--- src/rtl/decoder_controller.sv ---
// Sequencing FSM for the 24-round decryption datapath: launches the inverse
// step units RC, RE, PE, RO, CP per round with a count-down round index and a per-step watchdog.
module decoder_controller #(
  parameter int ROUNDS  = 24,
  parameter int ITER_W  = 5,
  parameter int TIMEOUT = 1024
) (
  input  logic              clk,
  input  logic              rst,
  input  logic              start,
  output logic              finish,
  output logic              busy,
  output logic              error,
  output logic              RC_start,
  output logic              RE_start,
  output logic              PE_start,
  output logic              RO_start,
  output logic              CP_start,
  input  logic              RC_finish,
  input  logic              RE_finish,
  input  logic              PE_finish,
  input  logic              RO_finish,
  input  logic              CP_finish,
  output logic [ITER_W-1:0] iteration
);

  localparam int WD_W = (TIMEOUT > 1) ? $clog2(TIMEOUT) : 1;
  localparam logic [WD_W-1:0] WD_MAX = WD_W'(TIMEOUT - 1);

  typedef enum logic [3:0] {
    IDLE, INIT,
    RC_START, RC_CAL, RE_START, RE_CAL, PE_START, PE_CAL,
    RO_START, RO_CAL, CP_START, CP_CAL,
    IT_CHECK, DONE
  } state_t;

  state_t            state, state_d;
  logic [ITER_W-1:0] iter_d;
  logic [WD_W-1:0]   wd, wd_d;
  logic              error_d;
  logic              cal_fin;
  state_t            cal_next;

  // Only the finish of the step currently being waited on is ever looked at.
  always_comb begin
    cal_fin  = 1'b0;
    cal_next = IDLE;
    case (state)
      RC_CAL: begin cal_fin = RC_finish; cal_next = RE_START; end
      RE_CAL: begin cal_fin = RE_finish; cal_next = PE_START; end
      PE_CAL: begin cal_fin = PE_finish; cal_next = RO_START; end
      RO_CAL: begin cal_fin = RO_finish; cal_next = CP_START; end
      CP_CAL: begin cal_fin = CP_finish; cal_next = IT_CHECK; end
      default: ;
    endcase
  end

  always_comb begin
    // NOTE: every variable gets a default first so no path infers a latch.
    state_d = state;
    iter_d  = iteration;
    wd_d    = wd;
    error_d = error;
    case (state)
      IDLE: begin
        if (start) begin
          state_d = INIT;
          error_d = 1'b0;
        end
      end
      INIT: begin
        iter_d  = ITER_W'(ROUNDS - 1);
        state_d = RC_START;
      end
      RC_START: begin wd_d = '0; state_d = RC_CAL; end
      RE_START: begin wd_d = '0; state_d = RE_CAL; end
      PE_START: begin wd_d = '0; state_d = PE_CAL; end
      RO_START: begin wd_d = '0; state_d = RO_CAL; end
      CP_START: begin wd_d = '0; state_d = CP_CAL; end
      RC_CAL, RE_CAL, PE_CAL, RO_CAL, CP_CAL: begin
        // A finish on the last allowed cycle still wins over the abort.
        if (cal_fin) begin
          state_d = cal_next;
        end else if (wd == WD_MAX) begin
          error_d = 1'b1;
          state_d = IDLE;
        end else begin
          wd_d = wd + 1'b1;
        end
      end
      IT_CHECK: begin
        if (iteration == '0) begin
          state_d = DONE;
        end else begin
          iter_d  = iteration - 1'b1;
          state_d = RC_START;
        end
      end
      DONE:    state_d = IDLE;
      default: state_d = IDLE;
    endcase
  end

  // NOTE: sequential state uses non-blocking assignments so all registers update together.
  always_ff @(posedge clk or negedge rst) begin
    if (!rst) begin
      state     <= IDLE;
      iteration <= '0;
      wd        <= '0;
      error     <= 1'b0;
    end else begin
      state     <= state_d;
      iteration <= iter_d;
      wd        <= wd_d;
      error     <= error_d;
    end
  end

  assign RC_start = (state == RC_START);
  assign RE_start = (state == RE_START);
  assign PE_start = (state == PE_START);
  assign RO_start = (state == RO_START);
  assign CP_start = (state == CP_START);
  assign finish   = (state == DONE);
  assign busy     = (state != IDLE);

endmodule

--- config.mk ---
export PLATFORM = sky130hd
export DESIGN_NAME = decoder_controller
export DESIGN_NICKNAME = d
export VERILOG_FILES = /design/src/rtl/decoder_controller.sv
export SDC_FILE = /design/constraint.sdc
export NUM_CORES = 1
export LEC_CHECK = 0
export ABC_AREA = 1
export CORE_MARGIN = 2
export CORE_UTILIZATION = 50
export DETAILED_ROUTE_END_ITERATION = 8
export MAX_ROUTING_LAYER = met4
export PLACE_DENSITY = 0.75
export SLEW_MARGIN = 20
export SYNTH_ARGS = -nofsm -noshare
export SYNTH_HDL_FRONTEND = slang
export SYNTH_SLANG_ARGS = --single-unit
--- constraint.sdc ---
create_clock -name clk -period 1.87 [get_ports clk]
set_input_delay 0.374 -clock clk [delete_from_list [all_inputs] [get_ports clk]]
set_output_delay 0.374 -clock clk [all_outputs]
set_load 0.005 [all_outputs]
==> results of run 1 <==
[area by class of cell]
class | count | area (um^2)
fill | 206 | 789.5
multi-input combinational | 154 | 787.0
inverter | 25 | 93.84
clock buffer | 3 | 22.52
tap | 30 | 37.54
timing repair buffer | 32 | 281.5
clock inverter | 1 | 30.03
sequential | 20 | 503.0
[path summary, 6_finish.rpt]
path,from,to,slack [ns]
max,state[0],RO_start,0.05
min,rst,iteration[3],0.40
max reg2reg,state[1],wd[0],0.11
min reg2reg,error,error,0.50
max in group asynchronous,rst,state[3],1.24
min in group clk,error,error,0.50
[power groups by stage]
stage	Combinational (mW)	Clock, mW	Sequential (mW)
2_1_floorplan	0.800	0	0.585
3_3_place_gp	1.10	0	0.585
3_5_place_dp	1.13	0	0.591
4_1_cts	1.26	0.365	0.581
5_1_grt	1.45	0.385	0.595
6_report	1.35	0.362	0.589
[cells in the final DEF (no fill, tap or decap), types with 3 or more instances in the layout]
cell type / Yosys / routed
inv_2: 3 / 6
o21ai_0: 7 / 7
clkdlybuf4s50_1: 0 / 13
nand3_1: 24 / 24
nand4_1: 3 / 3
dfrtp_1: 20 / 18
a21oi_1: 7 / 7
nand2_2: 4 / 7
nand2_1: 55 / 52
nor2_2: 5 / 5
clkbuf_4: 0 / 3
o21a_1: 3 / 3
nor2_1: 29 / 26
buf_4: 0 / 11
nor2_4: 1 / 4
inv_1: 22 / 19
dlygate4sd2_1: 0 / 6
[worst reg2reg max path: stages (launching register included)]
cell and delay, ns:
dfrtp_1 0.43, buf_4 0.15, buf_4 0.13, nand2_1 0.10, inv_1 0.08, nand2_1 0.06, nand2_1 0.04, nand2_1 0.07
inv_1 0.07, nor2_4 0.23, buf_6 0.17, nand3_1 0.09, nand2_1 0.08
[metal layers]
layer / global-route usage [%] / part of all wire [%] / vias up
met2: 37.98 / 48 / 54
met1: 28.63 / 45 / 658
met3: 2.765 / 4.8 / 10
li1: - / - / 710
met5: - / 0 / -
met4: 5.102 / 1.4 / 0
[registers in the layout, indices dropped and copies added (netlist names)]
name	count
wd	10
iteration	5
state	4
error	1
[cells by family after synthesis]
family          count (synthesis)
xor+xnor                        4
fa+ha+maj                       2
simple gates                  125
flops                          20
compound gates                 23
buf+inv                        27
[repair_timing]
item | 4_1_cts | 5_1_grt
setup buffers | 7 | 1
endpoints found under the hold margin | 0 | 0
gates resized for setup | 18 | 6
pin swaps | 3 | 0
endpoints found under the setup margin | 7 | 2
==> results.cfg, run 1 <==
[yosys]
ys_warn_count = 0
ys_top_cells_by_count = nand2_1, nor2_1, nand3_1
yosysMostFrequentCell = nand2_1
ys_async_sr_fraction_pct = 100.0
synthSimpleGateAreaFrac_pct = 40.71
synth-seq-cells = 20
synth_top_cell_area_share_pct = 36.60
synth.net_count = 211
avgSynthCellArea_um2 = 6.804
synthXorXnorAreaFrac_pct = 2.562
synth_edf_count = 0
synth_cell_types = 26
syn_area_um2 = 1368
synthAdderAreaFrac_pct = 1.830
synth_top_family_by_area = simple AND/OR/NAND/NOR gates
synthMuxAreaShare_pct = 0
synthFlopType = dfrtp_1
syn_inst = 201
synth_area_leader_cell = dfrtp_1
synth_compound_area_share_pct = 10.25
seq_area_frac_synth_pct = 36.60
synth.area.top_cells = dfrtp_1, nand2_1, nand3_1

[placement]
place_area_um2 = 1619
port_buffers = 20
pre_cts_ws_ns = 0.06122
placed_cells = 253
place_congestion = 0.8576
hpwl_um = 2414

[final_layout]
finish.net_count = 246
syn2layout_area_growth_pct = 28.36
finalNonFillerCells = 265
drive_above_1_share_pct = 18.72
finalInstanceArea_um2 = 1755
antenna_cells = 0
fin_util_pct = 68.98

[power_and_ir_drop]
clkPwrFrac_pct = 15.7
sw_frac_of_total_pct = 46.56
power_frac_comb_pct = 58.6
p_per_area_nw_per_um2 = 1310
peakVddDrop_mv = 0.9303
p_seq_share_pct = 25.6
total_power_mw = 2.299
power_switching_mw = 1.071
power_leakage_nw = 0.8935
p_int_mw = 1.229

[worst_setup_path]
arrival_ns = 1.44
path_max_fanout = 6
path_class = flop to primary output
worst_path_max_delay_cell = dfrtp_1
path_delay_family = buffers and inverters
cp.depth = 5
critPathLaunchType = flop
worstPathRequired_ns = 1.50
cp.buffers_inverters = 3
crit_path_end_kind = primary output
max_stage_delay_ns = 0.42
cp_cell_sequence = inv_2, nand2_2, buf_4, nor2_1, dlygate4sd2_1
reg2reg_depth = 12

[routing]
wl_um = 3421
dr.pass1.iters = 4
drt_iter0_markers = 46
vias = 1432
routedWlPerCell_um = 12.91
drc = 0
ant_nets = 0
avgViaCountPerCell = 5.404

[floorplan]
die_w_um = 56.30
num_rows = 18
start_util_pct = 53.74
coreArea_um2 = 2545
dieArea_um2 = 3170
die_h_um = 56.30
io_pins = 21

[sta]
setup_viol = 0
fmax_ghz = 0.5509
period_share_pct = 97.06
slew_violations = 0
rsz0062_at_grt = yes
timing.final.ws_setup_ns = 0.05495
setup_tns_ns = 0
skew_ns = 0.001602
worstMarginPinSlew_ns = 0.2656
hold_slack_ns = 0.3962
hold_viol = 0
post-route-min-period_ns = 1.815
slew_headroom_pct = 82.29

[clock_network]
cts_inserted_buffers = 3
cts_tree = built
clockBufferDepth = 2
h-tree-depth = 1
cts-root-buf = clkbuf_4
cts_hold_buf = 0
cts.sinks = 20
clk_latency_ns = 0.30
cts.clk_slew.worst_paths_ns = 0.12

[grt]
grt-ovfl-total = 0
grt_pass1_vias = 1300
grtUsageTotal_pct = 22.38
grt_max_degree = 21
antenna_found_initial = 0
grt_first_pass_wirelength_um = 5568

[job]
maxCapViolations = 0

[outcome]
status = finished, final reports clean

[hold_path]
holdCritPathClass = input port to async pin
Power figures use the tool's default switching activity.
==> run 2, diff against run 1 <==
--- a/config.mk
+++ b/config.mk
@@ -6,6 +6,7 @@
 export NUM_CORES = 1
 export LEC_CHECK = 0
 export ABC_AREA = 1
+export ABC_CLOCK_PERIOD_IN_PS = 1870
 export CORE_MARGIN = 2
 export CORE_UTILIZATION = 50
 export DETAILED_ROUTE_END_ITERATION = 8
==> results of run 2 <==
Final layout, timing and power as in run 1 (identical DEF).
==> run 3, diff against run 2 <==
--- a/config.mk
+++ b/config.mk
@@ -6,9 +6,9 @@
 export NUM_CORES = 1
 export LEC_CHECK = 0
 export ABC_AREA = 1
-export ABC_CLOCK_PERIOD_IN_PS = 1870
 export CORE_MARGIN = 2
 export CORE_UTILIZATION = 50
+export CTS_BUF_LIST = sky130_fd_sc_hd__clkbuf_4
 export DETAILED_ROUTE_END_ITERATION = 8
 export MAX_ROUTING_LAYER = met4
 export PLACE_DENSITY = 0.75
==> results of run 3 <==
Final layout, timing and power as in run 1 (identical DEF).
